===== config.mk =====
export PLATFORM = sky130hd
export DESIGN_NAME = q15_to_ieee754
export DESIGN_NICKNAME = d
export VERILOG_FILES = /design/src/rtl/q15_to_ieee754.sv
export SDC_FILE = /design/constraint.sdc
export NUM_CORES = 1
export LEC_CHECK = 0
export BUFFER_PORTS_ARGS = -buffer_cell sky130_fd_sc_hd__buf_4
export CORE_MARGIN = 8
export CORE_UTILIZATION = 35
export CTS_BUF_LIST = sky130_fd_sc_hd__clkbuf_4
export DETAILED_ROUTE_END_ITERATION = 12
export PLACE_DENSITY = 0.56
export SLEW_MARGIN = 20
export SYNTH_ARGS = -nofsm -noshare
export SYNTH_HDL_FRONTEND = slang
export SYNTH_SLANG_ARGS = --single-unit

===== constraint.sdc =====
create_clock -name clk -period 2.3 [get_ports clk]
set_clock_uncertainty 0.1 [all_clocks]
set_input_delay 0.23 -clock clk [delete_from_list [all_inputs] [get_ports clk]]
set_output_delay 0.23 -clock clk [all_outputs]
set_load 0.02 [all_outputs]

===== src/rtl/q15_to_ieee754.sv =====
// q15_to_ieee754
//   Converts one pair of signed 16-bit fixed-point samples (sine and cosine)
//   to IEEE754 single precision. Each lane finds its leading one by shifting
//   left one bit per clock, and then the sign, exponent and mantissa fields
//   are packed. The conversion is exact because 15 fraction bits fit in the
//   23-bit mantissa.
//
// Parameters
//   FRAC_BITS    binary-point position of the inputs (value = x / 2^FRAC_BITS)
//
// Ports
//   clk          rising-edge clock
//   rst          asynchronous reset, active low
//   valid_in     conversion request; accepted only while idle
//   sin_q15      signed sine sample
//   cos_q15      signed cosine sample
//   sin_ieee754  float encoding of sin_q15, held until the next result
//   cos_ieee754  float encoding of cos_q15, held until the next result
//   busy         high while a conversion is in flight
//   done         one-cycle pulse: both results are valid
//
// Build option
//   Q2F_EARLY_DONE_EN  when defined, normalization ends as soon as both lanes
//                      are normalized. Latency is then 2 + max shift count.
//                      When undefined, normalization always takes 15 cycles.
//                      The result values are the same in both builds.

module q15_to_ieee754 #(
  parameter int FRAC_BITS = 15
) (
  input  logic               clk,
  input  logic               rst,
  input  logic               valid_in,
  input  logic signed [15:0] sin_q15,
  input  logic signed [15:0] cos_q15,
  output logic        [31:0] sin_ieee754,
  output logic        [31:0] cos_ieee754,
  output logic               busy,
  output logic               done
);

  typedef enum logic [1:0] {IDLE, NORM, PACK} state_t;

  // A magnitude that is already normalized at bit 15 has value
  // mag / 2^FRAC_BITS = 1.x * 2^(15 - FRAC_BITS). Each left shift lowers
  // the exponent by one.
  localparam logic [7:0] EXP_BASE = 8'(127 + 15 - FRAC_BITS);

  state_t      state, state_nx;
  logic        sin_sign, cos_sign;
  logic [15:0] sin_mag, cos_mag;
  logic [3:0]  sin_sc, cos_sc;
  logic        sin_norm, cos_norm;
  logic [15:0] sin_abs, cos_abs;
`ifndef Q2F_EARLY_DONE_EN
  logic [3:0]  cyc_cnt;
`endif

  // The unsigned result is correct for -32768 as well: its magnitude is 0x8000.
  assign sin_abs = sin_q15[15] ? (~sin_q15 + 16'd1) : sin_q15;
  assign cos_abs = cos_q15[15] ? (~cos_q15 + 16'd1) : cos_q15;

  // A lane stops shifting once its leading one reaches bit 15. A zero
  // magnitude has no leading one, so it counts as normalized at once.
  assign sin_norm = sin_mag[15] || (sin_mag == 16'd0);
  assign cos_norm = cos_mag[15] || (cos_mag == 16'd0);

  function automatic logic [31:0] pack(input logic sign, input logic [15:0] mag,
                                       input logic [3:0] sc);
    if (mag == 16'd0) return 32'h0000_0000;  // positive zero, whatever the sign
    // The leading one at mag[15] is implicit and is not stored.
    return {sign, EXP_BASE - {4'd0, sc}, mag[14:0], 8'd0};
  endfunction

  // NOTE: give every combinational output a default before the case. If any
  // path leaves it unassigned, synthesis infers a latch.
  always_comb begin
    state_nx = state;
    case (state)
      IDLE: if (valid_in) state_nx = NORM;
      NORM: begin
`ifdef Q2F_EARLY_DONE_EN
        if (sin_norm && cos_norm) state_nx = PACK;
`else
        if (cyc_cnt == 4'd14) state_nx = PACK;
`endif
      end
      PACK:    state_nx = IDLE;
      default: state_nx = IDLE;
    endcase
  end

  // NOTE: sequential state uses non-blocking assignments only. Every register
  // then samples the values from before the edge, so the order of the
  // statements does not matter.
  always_ff @(posedge clk or negedge rst) begin
    if (!rst) begin
      state       <= IDLE;
      busy        <= 1'b0;
      done        <= 1'b0;
      sin_ieee754 <= 32'd0;
      cos_ieee754 <= 32'd0;
      sin_sign    <= 1'b0;
      cos_sign    <= 1'b0;
      sin_mag     <= 16'd0;
      cos_mag     <= 16'd0;
      sin_sc      <= 4'd0;
      cos_sc      <= 4'd0;
`ifndef Q2F_EARLY_DONE_EN
      cyc_cnt     <= 4'd0;
`endif
    end else begin
      state <= state_nx;
      busy  <= (state_nx != IDLE);
      done  <= (state == PACK);
      case (state)
        IDLE: begin
          if (valid_in) begin
            sin_sign <= sin_q15[15];
            cos_sign <= cos_q15[15];
            sin_mag  <= sin_abs;
            cos_mag  <= cos_abs;
            sin_sc   <= 4'd0;
            cos_sc   <= 4'd0;
`ifndef Q2F_EARLY_DONE_EN
            cyc_cnt  <= 4'd0;
`endif
          end
        end
        NORM: begin
          if (!sin_norm) begin
            sin_mag <= {sin_mag[14:0], 1'b0};
            sin_sc  <= sin_sc + 4'd1;
          end
          if (!cos_norm) begin
            cos_mag <= {cos_mag[14:0], 1'b0};
            cos_sc  <= cos_sc + 4'd1;
          end
`ifndef Q2F_EARLY_DONE_EN
          cyc_cnt <= cyc_cnt + 4'd1;
`endif
        end
        PACK: begin
          sin_ieee754 <= pack(sin_sign, sin_mag, sin_sc);
          cos_ieee754 <= pack(cos_sign, cos_mag, cos_sc);
        end
        default: ;
      endcase
    end
  end

endmodule

# Word level (Yosys, flattened, before mapping)
# Cells that the tools add are included.
# W data, S select, Z words.
[word_totals]
output_inout_bits = 66
regBits = 114
input_bits = 35
word_cells = 63
[classes]
addsub = 7
n_eq_ne = 6
n_mux = 25
bitwise = 2
n_reduce_logical = 11
[ops]
columns = ["cell", "count"]
rows = [
  ["$mux W32", 4],
  ["$mux W16", 6],
  ["$pmux W16 S2", 2],
  ["$add A16 B1 Y16 const B", 2],
  ["$logic_not A16 Y1", 2],
  ["$not A16 Y16", 2],
  ["$pmux W4 S2", 3],
  ["$sub A7 B4 Y8 const A", 2],
  ["$add A4 B1 Y4 const B", 3],
  ["$mux W4", 3],
  ["$ne A2 B2 Y1 const B", 3],
  ["$reduce_and A3 Y1", 2],
  ["$eq A4 B4 Y1 const B", 1],
  ["$mux W1", 4],
  ["$mux W2", 2],
  ["$pmux W2 S2", 1],
  ["$reduce_and A2 Y1", 2],
  ["$reduce_bool A2 Y1", 2],
  ["$eq A2 B1 Y1 const B", 1],
  ["$eq A2 B2 Y1 const B", 1],
  ["$logic_not A2 Y1", 1],
  ["$logic_or A1 B1 Y1", 2],
]

# Depth between registers and ports, before layout
[logic_depth]
word_depth = 5
mapped_depth = 8
ltp_nobuf = 7

# Worst setup path before layout
# OpenSTA, ideal clock, no wires.
[synth_timing]
path_type = "reg-to-reg"
startpoint = "reg sin_mag[10]"
endpoint = "reg sin_mag[10]"
period_less_slack_ns = 1.813
stages_incl_launch_ff = 7
arrival_time_ns = 1.578
n_path_buf = 2
t_required_ns = 2.065
path_slack_ns = 0.487
setup_ns = 0.135
cell_sequence = "dfrtp_1 -> nor4_1 -> a41oi_2 -> buf_2 -> buf_2 -> a22oi_1 -> o21ai_0"
[synth_between]
elab_chain_cells = 4
[synth_lines]
columns = ["item", "line", "source"]
rows = [
  ["from (decl)", "51", "logic [15:0] sin_mag, cos_mag;"],
  ["from (signal assigned)", "121", "sin_mag <= sin_abs;"],
  ["from (signal assigned)", "132", "sin_mag <= {sin_mag[14:0], 1'b0};"],
  ["$logic_not A16 Y1", "65", "assign sin_norm = sin_mag[15] || (sin_mag == 16'd0);"],
  ["$logic_or A1 B1 Y1", "65", ""],
  ["$ne A2 B2 Y1 (no source line)", "--", ""],
  ["$reduce_and A3 Y1 (no source line)", "--", ""],
]
# No other way between the ends.
# A chain may end at the register's enable or synchronous reset.

# Final worst setup path
[layout_timing]
startpoint = "in sin_q15[0]"
endpoint = "reg sin_mag[10]"
[layout_between]
elab_chain_cells = 5
[layout_lines]
columns = ["item", "line", "source"]
rows = [
  ["from (decl)", "34", "input logic signed [15:0] sin_q15,"],
  ["$not A16 Y16", "60", "assign sin_abs = sin_q15[15] ? (~sin_q15 + 16'd1) : sin_q15;"],
  ["$add A16 B1 Y16", "60", ""],
  ["$mux W16", "60", ""],
  ["$mux W16", "118", "if (valid_in) begin"],
  ["$pmux W16 S2", "116", "case (state)"],
]
# No other way between the ends. The select of a mux whose other input is x is not followed.

==> impl_metrics.env <==
export IMPL_status="complete, no violations"
export IMPL_p_per_area_mw_per_mm2=1130
export IMPL_area_growth_pct=21.0
export IMPL_finalInstanceArea_mm2=0.00567
export IMPL_grt_total_usage_pct=13.9
export IMPL_r2r_cells=4
export IMPL_synth_most_common_cell="nand2_1"
export IMPL_synth_seq_cells=92
export IMPL_end_kind="register"
export IMPL_h_tree_depth=3
export IMPL_drtPass1Iterations=4
export IMPL_slew_violations=0
export IMPL_path_cells="dlygate4sd3_1, buf_4, inv_1, ha_1, or3b_2, o31ai_1, xor2_1, o21ai_0"
export IMPL_via_per_inst=4.85
export IMPL_drv_cap=0
export IMPL_seq_area_mm2=0.00230
export IMPL_tns_ns=0
export IMPL_synth_area_per_cell_um2=9.17
export IMPL_max_stage_delay_ns=0.54
export IMPL_post_route_period_util_pct=90.3
export IMPL_dpl_cell_area_mm2=0.00543
export IMPL_postRouteAntennaNets=0
export IMPL_synth_largest_area_cell="dfrtp_1"
export IMPL_portBuffers=82
export IMPL_ys_types=50
export IMPL_synth_commonest_cells="nand2_1 (143), dfrtp_1 (92), o21ai_0 (38)"
export IMPL_path_class="primary input to register"
export IMPL_multi_input_area_mm2=0.00212
export IMPL_grt_pass1_wl_mm=20.0
export IMPL_ys_async_sr_fraction_pct=100
export IMPL_combinationalPowerShare_pct=42.3
export IMPL_r2r_end="sin_mag[3]"
export IMPL_setup_violations=0
export IMPL_crit_slowest_cell="dlygate4sd3_1"
export IMPL_drt_iter0_drc=199
export IMPL_antenna_found_initial=1
export IMPL_clk_pin_slew_ns=0.14
export IMPL_crit_buf_inv=3
export IMPL_clockRootBuffer="clkbuf_4"
export IMPL_power_frac_seq_pct=41.9
export IMPL_drcViolationCount=0
export IMPL_overflow=0
export IMPL_grt_pass1_vias=3871
export IMPL_wl_per_cell_um=15.4
export IMPL_grt_max_degree=50
export IMPL_clock_sinks=92
export IMPL_numCtsBuffers=9
export IMPL_power_switching_share_pct=40.7
export IMPL_core_area_mm2=0.0131
export IMPL_hold_viol=0
export IMPL_syn_cell_area_mm2=0.00469
export IMPL_hold_path_class="primary input to register"
export IMPL_start_util_pct=35.7
export IMPL_startpoint="sin_q15[0]"
export IMPL_dieArea_mm2=0.0174
export IMPL_cp_start_kind="primary input"
export IMPL_fillers=1326
export IMPL_min_period_ns=2.08
export IMPL_ctsHoldBuffers=7
export IMPL_min_path_cells=3
export IMPL_clockBufferDepth=2
export IMPL_yosysTopAreaCellShare_pct=49.1
export IMPL_cpLargestDelayFamily="buffers and inverters"
export IMPL_crit_required_ns=2.51
export IMPL_cp_depth=8
export IMPL_synth_cells=511
export IMPL_post_cts_resized=0
export IMPL_die_h_um=132
export IMPL_setup_ws_ns=0.224
export IMPL_fp_dieW_um=132
export IMPL_r2r_slack_ns=0.29
export IMPL_power_internal_mw=3.80
export IMPL_num_vias=3746
export IMPL_worstPathArrival_ns=2.29
export IMPL_synth_area_leaders="dfrtp_1 (49%), nand2_1 (11%), o21ai_0 (4.1%)"
export IMPL_grt_setup_unrepaired="false"
export IMPL_core_rowCount=42
export IMPL_hpwl_mm=8.88
export IMPL_worst_path_max_fanout=4
export IMPL_netSwitchingPower_mw=2.61
export IMPL_clock_power_share_pct=15.8
export IMPL_synth_edff_count=0
export IMPL_vdd_drop_max_uv=358
export IMPL_hold_end="sin_sign"
export IMPL_cts_setup_buffers=0
export IMPL_gp_congestion=0.818
export IMPL_clk_latency_ns=0.44
export IMPL_ios=101
export IMPL_yosysSeqAreaShare_pct=49.1
export IMPL_wl_mm=11.9
export IMPL_cts_tree="done"
export IMPL_min_from="sin_q15[15]"
export IMPL_dp_slack_ns=0.291
export IMPL_leakage_nw=2.72
export IMPL_ys_warnings_count=0
export IMPL_finalNetCount=632
export IMPL_synth_ff_type="dfrtp_1"
export IMPL_drive_above_1_share_pct=22.1
export IMPL_max_freq_mhz=482
export IMPL_r2r_start="sin_mag[4]"
worst max-delay path by stage:
stage	to	slack [ns]
floorplan	sin_mag[10]	0.49
global placement	cos_mag[10]	0.31
detailed placement	sin_mag[13]	0.29
CTS	sin_mag[6]	0.25
global route	cos_mag[6]	0.05
finish	sin_mag[10]	0.22
power by group through the flow:
stage                     combinational, mW  clock (mW)  sequential, mW
after floorplan                        1.60           0            2.83
after global placement                 2.67           0            2.70
after detailed placement               2.73           0            2.72
after CTS                              2.75        1.05            2.68
after global routing                   3.04        1.11            2.77
final                                  2.71        1.01            2.69
per-layer routing:
| metal | global-route usage, % | up-vias | share of wire (%) |
|---|---|---|---|
| met2 | 21.6 | 86 | 46 |
| met5 | 0 | - | 0 |
| met4 | 4.91 | 0 | 1.9 |
| met3 | 2.90 | 18 | 4.4 |
| met1 | 18.6 | 1781 | 48 |
| li1 | - | 1861 | - |
final cells by class:
class	count	share of cell area (%)
Inverter	11	0.728
Timing Repair Buffer	103	14.4
Clock buffer	9	1.19
Multi-Input combinational cell	374	37.5
Sequential cell	92	40.6
Antenna cell	1	0.0441
Tap cell	176	3.88
Clock inverter	7	1.72
tightest hold or removal path, stage by stage:
cell     delay [ns]
buf_4          0.18
nand2_1        0.07
o21ai_0        0.06
flip-flops by register name (all words and copies together) (netlist names):
name         flops
state            2
sin_sc           4
sin_sign         1
cyc_cnt          4
busy             1
sin_ieee754     21
cos_ieee754     21
sin_mag         16
cos_sign         1
cos_sc           4
cos_mag         16
done             1
cells in the final DEF (no fill, tap or decap), types with 4 or more instances in the layout:
cell type        n
dfrtp_1         92
nor3_1           5
conb_1          18
nor4_1          10
nor2_1          21
mux2i_1         11
o31ai_1          8
o21ai_1         11
o21ai_0         38
xor2_1           9
nand2_1        143
clkbuf_4         9
dlygate4sd3_1    7
xnor2_1         18
buf_4           94
inv_1           11
nand3_1          8
a21oi_1         12
ha_1             6
o41ai_2          4
through the flow:
stage	instances	utilization [%]	total power [mW]	hold WS, ns
floorplan	528	-	4.43	-0.166
global placement	749	41.4	5.37	0.0139
detailed placement	749	41.4	5.45	0.0172
CTS	772	43.2	6.49	0.0102
global route	773	43.2	6.93	0.0306
finish	773	43.2	6.41	0.0484
cell families after synthesis:
group / after synthesis / share of synthesized area [%]
AND/OR/NAND/NOR: 214 / 20.1
AO/OA/AOI/OAI: 95 / 13.9
flip-flops: 92 / 49.1
buffers and inverters: 62 / 7.07
XOR/XNOR: 27 / 5.05
multiplexers: 14 / 3.07
adder cells (fa/ha/maj): 6 / 1.60
other: 1 / 0.0800
No activity file was read; power rests on OpenSTA's default activity.
